`src/rtl/glove_pkg.sv`:
```
// glove_pkg: shared TX FSM encoding, WAIT timeout and index helper
package glove_pkg;
  typedef enum logic [1:0] {IDLE, SEND, WAIT} tx_state_e;
  localparam int WAIT_CYCLES = 4;
  localparam int WAIT_W = $clog2(WAIT_CYCLES);
  function automatic int wrap_idx(input int base, input int off, input int n);
    return (base + off) % n;
  endfunction
endpackage

```
`src/rtl/tx_event_arbiter_sync_fifo.sv`:
```
// sync_fifo: power-of-two circular buffer with occupancy count
module sync_fifo #(
  parameter int DATA_W = 8,
  parameter int DEPTH = 8
) (
  input  logic                   clk,
  input  logic                   rst,
  input  logic                   push,
  input  logic                   pop,
  input  logic [DATA_W-1:0]      din,
  output logic [DATA_W-1:0]      dout,
  output logic [$clog2(DEPTH):0] level
);
  localparam int AW = $clog2(DEPTH);
  localparam int LW = AW + 1;
  logic [DATA_W-1:0] mem [DEPTH];
  logic [AW-1:0] wr_ptr, rd_ptr;
  logic do_push, do_pop;
  assign do_push = push && level != LW'(DEPTH);
  assign do_pop = pop && level != '0;
  assign dout = mem[rd_ptr];
  // storage write; contents need no reset since level gates every read
  always_ff @(posedge clk)
    if (do_push) mem[wr_ptr] <= din;
  // pointers wrap naturally at the power-of-two depth
  always_ff @(posedge clk or negedge rst)
    if (!rst) begin
      wr_ptr <= '0;
      rd_ptr <= '0;
      level <= '0;
    end else begin
      if (do_push) wr_ptr <= wr_ptr + AW'(1);
      if (do_pop) rd_ptr <= rd_ptr + AW'(1);
      if (do_push && !do_pop) level <= level + LW'(1);
      else if (do_pop && !do_push) level <= level - LW'(1);
    end
endmodule

```
`src/rtl/tx_event_arbiter.sv`:
```
// tx_event_arbiter: round-robin event collector feeding a paced UART byte sender
module tx_event_arbiter
  import glove_pkg::*;
#(
  parameter int NUM_REQ = 4,
  parameter int DATA_W = 8,
  parameter int DEPTH = 8
) (
  input  logic                      clk,
  input  logic                      rst,
  input  logic [NUM_REQ-1:0]        req,
  input  logic [NUM_REQ*DATA_W-1:0] req_data,
  output logic [NUM_REQ-1:0]        req_ack,
  input  logic                      uart_ready,
  output logic                      uart_send,
  output logic [DATA_W-1:0]         uart_data,
  input  logic                      rts,
  output logic [$clog2(DEPTH):0]    level,
  output logic                      overflow
);
  localparam int RW = NUM_REQ > 1 ? $clog2(NUM_REQ) : 1;
  localparam int LW = $clog2(DEPTH) + 1;
  logic [RW-1:0] rr, sel, idx;
  logic found, full, push, pop;
  logic [DATA_W-1:0] head;
  tx_state_e state, state_next;
  logic [WAIT_W-1:0] cnt;
  sync_fifo #(.DATA_W(DATA_W), .DEPTH(DEPTH)) u_fifo (
    .clk(clk),
    .rst(rst),
    .push(push),
    .pop(pop),
    .din(req_data[int'(sel)*DATA_W +: DATA_W]),
    .dout(head),
    .level(level)
  );
  // first active requester at or after the round-robin pointer
  always_comb begin
    found = 1'b0;
    sel = '0;
    idx = '0;
    for (int k = 0; k < NUM_REQ; k++) begin
      idx = RW'(wrap_idx(int'(rr), k, NUM_REQ));
      if (!found && req[idx]) begin
        found = 1'b1;
        sel = idx;
      end
    end
  end
  assign full = level == LW'(DEPTH);
  assign push = rst && found && !full;
  assign req_ack = push ? NUM_REQ'(1) << sel : '0;
  // pointer advances only on an accepted grant; a rejected request marks overflow
  always_ff @(posedge clk or negedge rst)
    if (!rst) begin
      rr <= '0;
      overflow <= 1'b0;
    end else begin
      if (push) rr <= RW'(wrap_idx(int'(sel), 1, NUM_REQ));
      if (found && full) overflow <= 1'b1;
    end
  // sender state, WAIT dwell counter and the held output byte
  always_ff @(posedge clk or negedge rst)
    if (!rst) begin
      state <= IDLE;
      cnt <= '0;
      uart_data <= '0;
    end else begin
      state <= state_next;
      cnt <= state == WAIT ? cnt + WAIT_W'(1) : '0;
      if (pop) uart_data <= head;
    end
  // start a byte only when idle, data queued, UART ready and peer not holding off
  always_comb begin
    pop = state == IDLE && level != '0 && uart_ready && !rts;
    state_next = pop ? SEND
               : state == SEND ? WAIT
               : state == WAIT && (!uart_ready || cnt == WAIT_W'(WAIT_CYCLES - 1)) ? IDLE
               : state;
  end
  assign uart_send = state == SEND;
endmodule

```
`config.mk`:
```
export PLATFORM = sky130hd
export DESIGN_NAME = tx_event_arbiter
export DESIGN_NICKNAME = d
export VERILOG_FILES = /design/src/rtl/glove_pkg.sv /design/src/rtl/tx_event_arbiter_sync_fifo.sv /design/src/rtl/tx_event_arbiter.sv
export SDC_FILE = /design/constraint.sdc
export NUM_CORES = 1
export LEC_CHECK = 0
export CELL_PAD_IN_SITES_DETAIL_PLACEMENT = 0
export CELL_PAD_IN_SITES_GLOBAL_PLACEMENT = 1
export CORE_UTILIZATION = 49
export CTS_CLUSTER_SIZE = 40
export DETAILED_ROUTE_END_ITERATION = 10
export PLACE_DENSITY_LB_ADDON = 0.08
export SYNTH_ARGS = -nofsm -noshare
export SYNTH_HDL_FRONTEND = slang
export SYNTH_SLANG_ARGS = --single-unit
```
`constraint.sdc`:
```
create_clock -name clk -period 5 [get_ports clk]
set_clock_uncertainty 0.1 [all_clocks]
set_input_delay 1 -clock clk [delete_from_list [all_inputs] [get_ports clk]]
set_output_delay 1 -clock clk [all_outputs]
set_load 0.03 [all_outputs]
```
# Yosys cells after proc, flatten, opt, wreduce, memory -nomap -nowiden
# Memory sizes are Yosys's and may differ from the RTL's. A register that Yosys moved wholly into a read port is not among the register bits.
# Index checks and enable logic that the tools add are counted.
# classes
multipliers,0
addsub,9
muxes,25
n_shift,2
eq_ne,5
n_lt_le_gt_ge,4
n_bitwise,0
n_reduce_logical,28
n_div,0
# op_table
op,n
$shiftx 32x6->8,1
$mux 2,8
$logic_and 1x1->1,14
$lt 2x3->1 const B,4
$mux 4,3
$mux 1,10
$logic_not 1->1,9
$bmux 1 s2,4
$add 2x1->2 const B,3
$add 3x1->3 const B,2
$add 2x2->2 const B,2
$add 4x1->4 const B,1
$eq 2x2->1 const B,2
$eq 4x4->1 const B,1
$ne 4x4->1 const B,1
$reduce_bool 4->1,1
$shl 1x2->4 const A,1
$sub 4x1->4 const B,1
$reduce_bool 3->1,1
$eq 2x1->1 const B,1
$logic_not 2->1,1
$reduce_bool 2->1,1
$logic_or 1x1->1,1
# word_totals
memories,1
ramBits,64
register_bits,17
elab_cells,81
rom_bits,0
output_inout_bits,18
latchBits,0
inputBits,40
# memory_table
name,words,width,read_ports,rd_ports_with_merged_regs,write_ports,line_no,source
u_fifo.mem,8,8,1,1,1,tx_event_arbiter_sync_fifo.sv:16,logic [DATA_W-1:0] mem [DEPTH];

# Logic depth before layout (Yosys ltp)
# Gate-level depths: netlist of the first run.
# logic_depth
depth_word,19
ltp_mapped,12

# Modules after synthesis
# Synthesis of the first run repeated with hierarchy kept, for this count alone.
# hier_totals
hier_cells,244
area_unflattened_um2,4076.4
# by_module_without_submodules
module,area_per_inst_um2,instances,cells_each
sync_fifo,3109.2,1,154
tx_event_arbiter,967.2,1,90

# Worst setup path before layout of the first run
# OpenSTA, ideal clock, no wires.
# synth_path
path_type,input to output
from,input req[0]
to,output req_ack[0]
stages,8
required_ns,3.900
arrival_ns,2.249
setup_slack_ns,1.651
n_path_buf,1
cell_sequence,nor2b_1 a21oi_1 o22ai_1 a21oi_1 buf_2 inv_1 ha_1 and2_1
# synth_between
elab_chain_cells,15
word_cells_on_any_way,26
cone_classes,1 x shift; 17 x mux; 8 x reduce/logical
# synth_rtl
item,line_no,source
"start, declared",tx_event_arbiter.sv:11,"input logic [NUM_REQ-1:0] req,"
$bmux 1 s2,tx_event_arbiter.sv:44,if (!found && req[idx]) begin
$mux 1 (not written as such),tx_event_arbiter.sv:44,
$mux 1,tx_event_arbiter.sv:44,
$logic_not 1->1,tx_event_arbiter.sv:44,
$logic_and 1x1->1,tx_event_arbiter.sv:44,
$mux 1,tx_event_arbiter.sv:44,
$logic_not 1->1,tx_event_arbiter.sv:44,
$logic_and 1x1->1,tx_event_arbiter.sv:44,
$mux 1,tx_event_arbiter.sv:44,
$logic_not 1->1,tx_event_arbiter.sv:44,
$logic_and 1x1->1,tx_event_arbiter.sv:44,
$mux 1,tx_event_arbiter.sv:44,
$logic_and 1x1->1 (2 in a row),tx_event_arbiter.sv:51,assign push = rst && found && !full;
$mux 4 *,tx_event_arbiter.sv:52,assign req_ack = push ? NUM_REQ'(1) << sel : '0;
"end, declared",tx_event_arbiter.sv:13,"output logic [NUM_REQ-1:0] req_ack,"
# Mark *: on every way between the ends. The rest lies on a longest branch, timed or not. The select of a mux whose other input is x is not followed.

# Worst setup path after layout of the first run
# Ends and elaborated chain as after synthesis.

==> results of run 1 <==
## cell usage after synthesis, drive strengths merged
cell,instances
or4b,1
nor3b,3
o22ai,2
nor2,11
mux4,16
mux2,2
nor4b,2
nand3,1
edfxtp,64
nor2b,2
o22a,1
mux2i,32
nand2,16
or4,1
and2,4
a21o,2
nor4,1
o21ai,2
xor2,1
buf,10
clkbuf,1
a31o,1
o21bai,1
dfrtp,25
inv,9
fa,1
xnor2,7
ha,10
and3b,1
nor3,3
a21oi,13
## routing by layer
metal / GRT usage (%) / share of wire (%)
met5: 0 / 0
met4: 7.81 / 1.6
met3: 2.99 / 3.7
met2: 25.2 / 46
met1: 25.4 / 49
## layout by cell type (no fill, tap or decap), types with 2 or more instances in the layout
cell type,count
nor3b_1,3
nor4b_1,2
inv_1,8
xnor2_1,7
clkbuf_8,9
nor2_1,11
edfxtp_1,64
nand2_1,15
dfrtp_1,25
nor3_1,3
and2_1,4
inv_8,3
a21o_1,2
buf_4,10
inv_6,2
mux2i_1,32
o22ai_1,2
nor2b_1,2
a21oi_1,12
clkdlybuf4s50_1,57
o21ai_0,2
ha_1,10
mux4_2,16
## critical path: cells and delay by family
kind	cells	cell delay, ns
compound gates	3	0.50
fa+ha+maj	1	0.20
buf+inv	3	1.16
simple gates	2	0.30
## stage by stage
step / setup WS (ns) / area, um2 / instances
floorplan: 1.65 / 3950 / 246
global placement: 0.785 / 4650 / 404
detailed placement: 0.720 / 4650 / 404
CTS: 0.722 / 4840 / 420
global route: 0.511 / 4840 / 420
finish: 0.735 / 4840 / 420
## state kept, by name, indices dropped and copies added, names as in the netlist
signal	flops
u_fifo.mem	64
cnt	2
rr	2
u_fifo.level	4
u_fifo.wr_ptr	3
overflow	1
state	2
uart_data	8
u_fifo.rd_ptr	3
## cell families after synthesis
group                    after synthesis  share of synthesized area [%]
flip-flops                            89                           64.5
adder cells (fa/ha/maj)               11                           3.67
buffers and inverters                 20                           2.82
multiplexers                          50                           17.8
AND/OR/NAND/NOR                       46                           6.14
AO/OA/AOI/OAI                         22                           3.32
XOR/XNOR                               8                           1.77
## worst min path at each step
stage           start  endpoint  slack [ns]  cells past startpoint
2_1_floorplan  cnt[0]    cnt[0]        0.31                      1
3_3_place_gp   cnt[0]    cnt[0]        0.33                      1
3_5_place_dp   cnt[0]    cnt[0]        0.34                      1
4_1_cts        cnt[0]    cnt[0]        0.35                      1
5_1_grt        cnt[0]    cnt[0]        0.38                      1
6_report       cnt[0]    cnt[0]        0.34                      1
## where the power goes
| part | leakage, nW | internal, mW | switching [mW] |
|---|---|---|---|
| sequential | 0.873 | 1.04 | 0.193 |
| combinational | 0.846 | 0.504 | 0.492 |
| clock | 0.0962 | 0.195 | 0.275 |
## cell type report
| type | count | area, um2 | area share, % |
|---|---|---|---|
| inverter | 9 | 33.8 | 0.698 |
| tap | 102 | 128 | 2.64 |
| clock buffer | 9 | 124 | 2.56 |
| multi-input combinational | 137 | 1290 | 26.7 |
| timing repair buffer | 67 | 646 | 13.3 |
| sequential | 89 | 2550 | 52.7 |
| clock inverter | 7 | 67.6 | 1.40 |
==> metrics, run 1 <==
Max Freq=234 MHz; Worst-Margin Slew=~1.2 ns; Reg-to-Reg End=u_fifo.level[3]; later-pin clock latency in the skew report=roughly 0.35 ns; max cap viols=0; share of post-route cells with drive strength above 1=between 10% and 20%; CP Cell Sequence=clkdlybuf4s50_1 -> nor2b_1 -> a21oi_1 -> o22ai_1 -> a21oi_1 -> inv_1 -> ha_1 -> and2_1 -> clkdlybuf4s50_1; PwrDens=roughly 560 nW/um2; DR WL/cell=~15 um; VDD IR max=235 uV; clk root buf=clkbuf_8; Max Root-Sink Buffers=2; Startpoint Class=primary input; Mapped Cells=246; first-pass GRT wire length=around 11 mm; HP Class=register to register; leading post-synthesis cells by cell area=edfxtp_1, dfrtp_1, mux4_2; final period utilization=85.3%; initial core utilization=50.9%; WP data arrival=3.16 ns; Mapped Area=3950 um2; Remaining Overflow, GRT=0; initial drt markers=64; top cell type's share of synthesized area=48.6%; CTS Hold Buffers Added=0; Core Region=7770 um2; post-DP HPWL=4.63 mm; # rows=32; final count of negative-setup-slack endpoints=0; DRT Wirelength=~6.4 mm; vias in the first global route=2190; Pwr Total=2.70 mW; Die ar.=8430 um2; R2R cell count=12; CP Capture Type=output port; Synth cell types=38; Overall Global Routing Usage=between 10% and 20%; final hold slack=0.343 ns; Final Slew Violations=0; H-tree depth=3; largest net degree at the start of global routing=26; fillers=625; max_slew headroom=22.5%; Final Hold Viols=0; Sum Neg Setup Slack=0 ns; via count=2163; Util after Layout=62.3%; antenna-violating nets left=0; IO Count=58; post-layout net count=364; Pre-antenna DRT Iters=4; register bit total from synthesis=just under 90; Clock transition at path regs=~0.09 ns; CP Class=primary input to output port; CTS Buf Count=9; sequential element share of the synthesized area=~64%; Worst Setup EP=req_ack[0]; Die Y=slightly above 90 um; crit-path max cell delay=0.59 ns; run status=completed; Vias/cell=5.15; Num Clock Sinks=89; GPL Wtd Cong=0.708; Syn Area/Cell=between 15 and 20 um2; synthesized net count=between 200 and 300; PortBufs=57; Reg-to-Reg Start=state[1]; critical path's slowest cell=clkdlybuf4s50_1; worst-path fanout max=4; worst reg2reg setup slack=2.05 ns; area leader, netlist=edfxtp_1; Die W=91.8 um; DRC errors left=0; min cycle time layout=between 4 and 5 ns; TritonCTS clock tree=built; RSZ-0062 raised after global routing=no; Critical Path RT=3.90 ns; diode count=0; Critical path origin=req[0]; LEAKAGE=1.82 nW; setup repair bufs after CTS=0; initial antenna violation count=0; post_cts resized=0; layout overhead on the synthesized area=22.5%; Synth Warn #=0
Power figures use the tool's default switching activity.
==> inputs of run 2 (changes only) <==
--- a/config.mk
+++ b/config.mk
@@ -7,10 +7,11 @@
 export LEC_CHECK = 0
 export CELL_PAD_IN_SITES_DETAIL_PLACEMENT = 0
 export CELL_PAD_IN_SITES_GLOBAL_PLACEMENT = 1
-export CORE_UTILIZATION = 49
+export CORE_UTILIZATION = 46
 export CTS_CLUSTER_SIZE = 40
 export DETAILED_ROUTE_END_ITERATION = 10
 export PLACE_DENSITY_LB_ADDON = 0.08
 export SYNTH_ARGS = -nofsm -noshare
 export SYNTH_HDL_FRONTEND = slang
+export SYNTH_HIERARCHICAL = 1
 export SYNTH_SLANG_ARGS = --single-unit
==> constraint.sdc (replaced) <==
create_clock -name clk -period 4.7 [get_ports clk]
set_clock_uncertainty 0.1 [all_clocks]
set_input_delay 0.94 -clock clk [delete_from_list [all_inputs] [get_ports clk]]
set_output_delay 0.94 -clock clk [all_outputs]
set_load 0.03 [all_outputs]
==> metrics, run 2 <==
Max Root-Sink Buffers=2 (unchanged); RSZ-0062 raised after global routing=no; area leader, netlist=edfxtp_1; Pwr Total=2.96 mW (+9.6%); EDFF count, synth=64 (unchanged); Mapped Cells=244 (-0.81%); cell count after placement=410 (+1.5%); Finished Cell Area=5000 um2 (+3.3%); Clock transition at path regs=0.09 ns (about the same); final period utilization=between 80% and 90%; Largest register FFs=64 (unchanged); WP data arrival=2.87 ns (-0.29 ns); GPL Wtd Cong=0.749 (+5.7%); H-tree depth=3 (unchanged); register bit total from synthesis=89 (unchanged); post-layout net count=363 (-0.27%); sequential element share of the synthesized area=62.5% (-2.0 points); Register Area=2550 um2 (unchanged); Synth Flop Type=edfxtp_1; Synth Warn #=6 (+6); Synth cell types=43 (+13%); multi-input logic area=1450 um2 (+12%); Startpoint Class=primary input; Pre-antenna DRT Iters=4 (unchanged); Core Region=8380 um2 (+7.9%); top cell type's share of synthesized area=47.1% (-1.5 points); Final Non-Filler Cells=426 (+1.4%); Critical Path RT=3.66 ns (-0.24 ns); DR WL/cell=17.6 um (+15%); Num Clock Sinks=89 (unchanged); Die Y=96.1 um (+4.7%); Synth top cells by count=edfxtp_1, dfrtp_1, mux2i_1; Final Hold Viols=0 (unchanged); Final Slew Violations=0 (unchanged); Vias/cell=5.45 (+5.8%); post_cts resized=0 (unchanged); post-DP HPWL=5.13 mm (+11%); later-pin clock latency in the skew report=0.35 ns (about the same); Sum Neg Setup Slack=0 ns (unchanged); Remaining Overflow, GRT=0 (unchanged); area of placed instances=4810 um2 (+3.6%); min cycle time layout=3.91 ns; CTS Buf Count=9 (unchanged); VDD IR max=270 uV (+15%); DRC errors left=0 (unchanged); # rows=33 (+3.1%); diode count=0 (unchanged); Reg with most FFs=u_fifo/mem; Die W=96.1 um (+4.7%); TritonCTS clock tree=built; cell with the most instances after synthesis=edfxtp_1; initial core utilization=48.6% (-2.2 points); max_slew headroom=34.4% (+12 points); layout overhead on the synthesized area=22.7%; initial drt markers=83 (+30%); antenna-violating nets left=0 (unchanged); Worst-Margin Slew=0.985 ns (-0.168 ns); HP Class=register to register; PortBufs=57 (unchanged); Util after Layout=59.7% (-2.6 points); share of post-route cells with drive strength above 1=17.1% (+1.7 points); largest net degree at the start of global routing=26 (unchanged); leading post-synthesis cells by cell area=edfxtp_1, dfrtp_1, mux4_1; via count=2322 (+7.4%); CP Class=primary input to output port; vias in the first global route=2271 (+3.7%); CTS Hold Buffers Added=0 (unchanged); synthesized net count=291 (-2.0%); post-place setup slack=0.807 ns (+0.0869 ns); max cap viols=0 (unchanged); CP Capture Type=output port; Top Registers=u_fifo/mem x64, uart_data x8, u_fifo/level x4; Max Freq=256 MHz; LEAKAGE=1.91 nW (+5.4%); clk root buf=clkbuf_8; IO Count=58 (unchanged); final hold slack=0.349 ns (+0.00569 ns); first-pass GRT wire length=12.1 mm (+10%); fillers=652 (+4.3%); most frequent cells in the layout=edfxtp_1, clkdlybuf4s50_1, mux2i_1, dfrtp_1, mux2_2; Async SR Flop Fraction=28.1% (unchanged); commonest non-fill, non-tap cell in the layout=edfxtp_1; final count of negative-setup-slack endpoints=0 (unchanged); Die ar.=9240 um2 (+9.7%); PwrDens=593 nW/um2 (+6.1%); setup repair bufs after CTS=0 (unchanged); Overall Global Routing Usage=18.5% (+1.3 points); worst-path fanout max=11 (+7); DRT Wirelength=7.49 mm (+16%); Mapped Area=4080 um2 (+3.2%); run status=completed; Syn Area/Cell=16.7 um2 (+4.0%); setup ws final=0.794 ns (+0.0585 ns); initial antenna violation count=0 (unchanged)
-- run 2: cell families after synthesis --
family | share of synthesized area (%)
DFF | 62.5
muxes | 21.7
buffers and inverters | 2.18
AOI/OAI and AO/OA | 3.71
adders and majority gates | 2.33
and+or+nand+nor | 6.29
xor gates and xnor gates | 1.29
-- run 2: layer usage --
metal | global-route usage, % | vias to the layer above | part of all wire (%)
met1 | 27.1 | 1122 | 48
met3 | 3.08 | 11 | 4.2
li1 | - | 1107 | -
met2 | 27.1 | 82 | 45
met4 | 8.21 | 0 | 2.2
met5 | 0 | - | 0
-- run 2: final cells by class --
type	instances	share of cell area (%)
multi-input cells	139	28.9
well taps	105	2.63
clock buffers	10	2.55
clock inverters	6	1.15
flip-flops and latches	89	51.0
inverters	6	0.450
repair buffers	71	13.4
-- run 2: power by group --
part	total (mW)	internal (mW)	leakage (nW)	switching, mW
clock	0.499	0.243	0.0894	0.256
sequential	1.32	1.11	0.879	0.211
combinational	1.15	0.591	0.945	0.556
total	2.96	1.94	1.91	1.02
-- run 2: path summary, 6_finish.rpt --
path	start	end	slack (ns)	depth (start not counted)
setup / recovery	req[3]	req_ack[1]	0.79	7
hold / removal	cnt[0]	cnt[0]	0.35	1
setup reg to reg	u_fifo/level[0]	u_fifo/level[3]	1.64	12
hold reg to reg	cnt[0]	cnt[0]	0.35	1
max in group asynchronous	rst	u_fifo/wr_ptr[0]	3.18	2
min in group asynchronous	rst	uart_data[7]	1.05	2
-- run 2: critical path: stages --
cell,delay (ns)
clkdlybuf4s50_1,0.53
o21bai_1,0.10
a211oi_2,0.21
buf_4,0.23
nand3_1,0.12
inv_1,0.07
clkdlybuf4s50_1,0.66
==> inputs of run 3 (changes only) <==
==> constraint.sdc (replaced) <==
create_clock -name clk -period 3.6 [get_ports clk]
set_clock_uncertainty 0.1 [all_clocks]
set_input_delay 0.72 -clock clk [delete_from_list [all_inputs] [get_ports clk]]
set_output_delay 0.72 -clock clk [all_outputs]
set_load 0.03 [all_outputs]
==> metrics, run 3 (synthesized netlist as in run 2, its figures left out) <==
Die Y=96.1 um (unchanged); setup ws final=0.403 ns (-0.391 ns); H-tree depth=3 (unchanged); Clock transition at path regs=0.09 ns (about the same); Max Freq=313 MHz; Pre-antenna DRT Iters=4 (unchanged); Sum Neg Setup Slack=0 ns (unchanged); DRT Wirelength=7.45 mm (-0.59%); PortBufs=57 (unchanged); CTS Buf Count=9 (unchanged); CTS Hold Buffers Added=0 (unchanged); Critical Path RT=3.73 ns (+0.07 ns); worst reg2reg setup slack=0.71 ns (-0.93 ns); area of placed instances=4860 um2 (+0.88%); CP Cell Sequence=clkdlybuf4s50_1 -> or4b_1 -> a21oi_4 -> o41ai_2 -> ha_1 -> inv_1 -> ha_1 -> or4_1 -> o211ai_1 -> o211ai_1; LEAKAGE=1.95 nW (+1.7%); cell count after placement=416 (+1.5%); CP Class=primary input to register; post-DP HPWL=5.01 mm (-2.2%); Die ar.=9240 um2 (unchanged); vias in the first global route=2272 (+0.044%); clk root buf=clkbuf_8; Remaining Overflow, GRT=0 (unchanged); Vias/cell=5.41 (-0.67%); diode count=0 (unchanged); post_cts resized=0 (unchanged); initial drt markers=81 (-2.4%); commonest non-fill, non-tap cell in the layout=edfxtp_1; share of post-route cells with drive strength above 1=19.6% (+2.4 points); via count=2339 (+0.73%); Pwr Total=3.93 mW (+32%); GPL Wtd Cong=0.774 (+3.4%); min cycle time layout=3.20 ns; final hold slack=0.340 ns (-0.00919 ns); CP Capture Type=register; antenna-violating nets left=0 (unchanged); DRC errors left=0 (unchanged); initial antenna violation count=0 (unchanged); largest net degree at the start of global routing=26 (unchanged); PwrDens=777 nW/um2 (+31%); initial core utilization=48.6% (unchanged); final period utilization=88.8%; Worst-Margin Slew=0.845 ns (-0.139 ns); post-layout net count=369 (+1.7%); setup repair bufs after CTS=0 (unchanged); VDD IR max=337 uV (+24%); most frequent cells in the layout=edfxtp_1, clkdlybuf4s50_1, mux2i_1, dfrtp_1, buf_4; later-pin clock latency in the skew report=0.35 ns (about the same); max cap viols=0 (unchanged); Num Clock Sinks=89 (unchanged); first-pass GRT wire length=11.7 mm (-3.1%); HP Class=register to register; Max Root-Sink Buffers=2 (unchanged); Final Slew Violations=0 (unchanged); Overall Global Routing Usage=18.1% (-0.37 points); # rows=33 (unchanged); max_slew headroom=43.6% (+9.3 points); RSZ-0062 raised after global routing=no; DR WL/cell=17.2 um (-2.0%); worst-path fanout max=6 (-5); Finished Cell Area=5050 um2 (+1.1%); post-place setup slack=0.0634 ns (-0.744 ns); Core Region=8380 um2 (unchanged); critical path's slowest cell=or4_1; Util after Layout=60.3% (+0.64 points); run status=completed; Final Hold Viols=0 (unchanged); layout overhead on the synthesized area=24.0%; Reg with most FFs=u_fifo/mem; Top Registers=u_fifo/mem x64, uart_data x8, u_fifo/level x4; WP data arrival=3.33 ns (+0.46 ns); Largest register FFs=64 (unchanged); final count of negative-setup-slack endpoints=0 (unchanged); TritonCTS clock tree=built; crit-path max cell delay=0.51 ns (-0.15 ns); Final Non-Filler Cells=432 (+1.4%); IO Count=58 (unchanged); Startpoint Class=primary input; Die W=96.1 um (unchanged)
==> run 3: cell types whose count changed in the layout (fill, tap and decap cells not counted) <==
cell             previous run  this run
buf_4                      17        24
clkdlybuf4s50_1            54        53
clkinv_1                    3         0
clkbuf_1                    1         2
clkinvlp_4                  1         2
inv_8                       0         1
clkinv_4                    0         1
inv_6                       1         0
==> run 3: report_power, final <==
part           switching [mW]  internal [mW]
registers               0.246           1.45
clock network           0.352          0.328
logic                   0.749          0.807
==> run 3: critical path: cells and delay by family <==
| kind | cells | cell delay (ns) |
|---|---|---|
| AO/OA/AOI/OAI | 4 | 0.48 |
| AND/OR/NAND/NOR | 2 | 1.01 |
| adder cells (fa/ha/maj) | 2 | 0.51 |
| buffers and inverters | 2 | 0.61 |
==> run 3: final timing paths <==
path                                    to  cells after the start             from
max in group asynchronous         state[1]                      2              rst
hold reg to reg                     cnt[0]                      1           cnt[0]
setup reg to reg           u_fifo/level[3]                      9  u_fifo/level[0]
min in group asynchronous     uart_data[1]                      2              rst
hold / removal                      cnt[0]                      1           cnt[0]
setup / recovery           u_fifo/level[3]                     10       uart_ready
==> run 3: layer usage <==
layer / share of wire (%) / vias to the layer above / global-route usage (%)
met5: 0 / - / 0
met4: 1.6 / 0 / 7.46
met3: 4.3 / 8 / 3.71
met2: 47 / 68 / 28.0
met1: 47 / 1139 / 25.1
li1: - / 1124 / -
==> run 3: area by class of cell <==
type | instances | area, um2
tap | 105 | 131
timing repair buffer | 77 | 711
fill | 684 | 3330
inverter | 6 | 22.5
clock inverter | 5 | 65.1
sequential | 89 | 2550
clock buffer | 11 | 131
multi-input combinational | 139 | 1450
==> edit: new RTL, flow settings as in run 1 <==
Re-encode `tx_state_e` (3 states) as one-hot, 3 bits wide.
--- a/src/rtl/glove_pkg.sv
+++ b/src/rtl/glove_pkg.sv
@@ -1,6 +1,6 @@
 // glove_pkg: shared TX FSM encoding, WAIT timeout and index helper
 package glove_pkg;
-  typedef enum logic [1:0] {IDLE, SEND, WAIT} tx_state_e;
+  typedef enum logic [2:0] {IDLE = 3'b001, SEND = 3'b010, WAIT = 3'b100} tx_state_e;
   localparam int WAIT_CYCLES = 4;
   localparam int WAIT_W = $clog2(WAIT_CYCLES);
   function automatic int wrap_idx(input int base, input int off, input int n);
Function: same outputs for any inputs over 4 cycles, from zero or initial values and one cycle with rst low; so few cycles prove little.
==> edit against run 1 <==
Wire length is 2.7% higher; via count is 3.1% higher; design area is 2.1% higher; final cell count is 1.2% higher; total power is 21% lower; count of clock-buffer cells in the layout stayed put; worst setup slack better by 0.013 ns; synthesized area is 2.9% higher; utilization is 0.37 points higher; sequential cell count is 1 higher; register-to-register slack worse by 0.07 ns; critical endpoint is now req_ack[2]; largest power group unchanged.
==> edit: results (changes against run 1) <==
Slew headroom=23.51% (+0.97 points); WL met3=357 um (+50%); filler cell count=606 (-3.0%); register area share after synthesis=63.31% (-1.2 points); M1 WL=3.281 mm (+3.5%); Post-Place Setup Slack=0.7551 ns (+0.03479 ns); critical path's slowest cell=clkdlybuf4s50_1; launch point of the worst reg-to-reg path=state[0]$_DFFE_PN1P_; Fmax=235.2 MHz (+0.31%); XOR/XNOR Fraction of Synth Area=2.093% (+0.32 points); most frequent cells after synthesis=edfxtp_1, mux2i_1, dfrtp_1; status=finished, final reports clean; fraction of layout cells with a size suffix above 1=18.89% (+3.5 points); largest net degree at the start of global routing=27 (+3.8%); Worst R2R Path Depth=13 (+1); FFs w/ async S/R, synth=28.89% (+0.80 points); Mean Syn Cell Area=16.07 um2 (about the same); area of placed instances=4746 um2 (+2.1%); total wire length=6.626 mm (+2.7%); vias=2,230 (+3.1%); synthesized-area fraction occupied by adder cells=3.570% (-0.10 points); CP max FO=19 (+15); first-pass GRT wire length=11.04 mm (+0.76%); crit path to=req_ack[2]; Final HPWL DP=4.659 mm (+0.65%); crit path DAT=3.15 ns (about the same); complex-gate fraction of the synthesized area=3.416% (+0.092 points); Cell variety after synth=45 (+18%); Syn Nets=304 (+2.4%); gr usage total=17.31% (+0.063 points); fin nets=369 (+1.4%); GR Util met1=25.28% (-0.16 points); fraction of synthesized area in multiplexers=17.57% (-0.22 points); reg2reg setup slack=1.98 ns (-0.07 ns); met2 Use GR=24.33% (-0.86 points); 1st-iter DRT viols=87 (+36%); Placed Cells=409 (+1.2%); Area contributors post-synth=edfxtp_1, dfrtp_1, mux4_2; GP Congestion=0.7156 (+1.0%); Leakage=1.868 nW (+2.9%); WL met2=2.890 mm (-1.6%); Max IR drop VDD=240.5 uV (+2.1%)
-- edit: kinds of logic (layout without fill, tap and decap cells) --
family                   Yosys count  in the layout
multiplexers                      51             51
XOR/XNOR                           8              8
buffers and inverters             19             89
flip-flops                        90             90
adder cells (fa/ha/maj)           11             11
AO/OA/AOI/OAI                     22             22
AND/OR/NAND/NOR                   52             52
-- edit: cell type report --
class                           count  share of cell area (%)
Clock inverter                      7                   1.468
Clock buffer                        9                   2.506
Inverter                            7                  0.5316
Tap cell                          102                   2.582
Multi-Input combinational cell    144                   27.92
Timing Repair Buffer               66                   12.91
Sequential cell                    90                   52.08
-- edit: worst min-delay path by stage --
| stage | cells past startpoint | to | slack, ns | startpoint |
|---|---|---|---|---|
| finish | 1 | cnt[0]$_DFF_PN0_ | 0.34 | cnt[0]$_DFF_PN0_ |
| global route | 1 | cnt[0]$_DFF_PN0_ | 0.38 | cnt[0]$_DFF_PN0_ |
| CTS | 1 | cnt[0]$_DFF_PN0_ | 0.35 | cnt[0]$_DFF_PN0_ |
| detailed placement | 1 | cnt[0]$_DFF_PN0_ | 0.34 | cnt[0]$_DFF_PN0_ |
| global placement | 1 | cnt[0]$_DFF_PN0_ | 0.33 | cnt[0]$_DFF_PN0_ |
| floorplan | 1 | cnt[0]$_DFF_PN0_ | 0.32 | cnt[0]$_DFF_PN0_ |
-- edit: metrics by stage --
stage	total power [mW]	hold WS, ns	util [%]
after global routing	2.253	0.3762	62.66
after global placement	1.670	0.3345	60.17
after floorplan	1.484	0.3157	-
final	2.136	0.3440	62.66
after detailed placement	1.689	0.3367	60.17
after CTS	2.161	0.3496	62.66
-- edit: where the power goes --
part           internal, mW  switching (mW)
sequential            0.999          0.0751
combinational         0.260           0.331
clock                 0.195           0.277
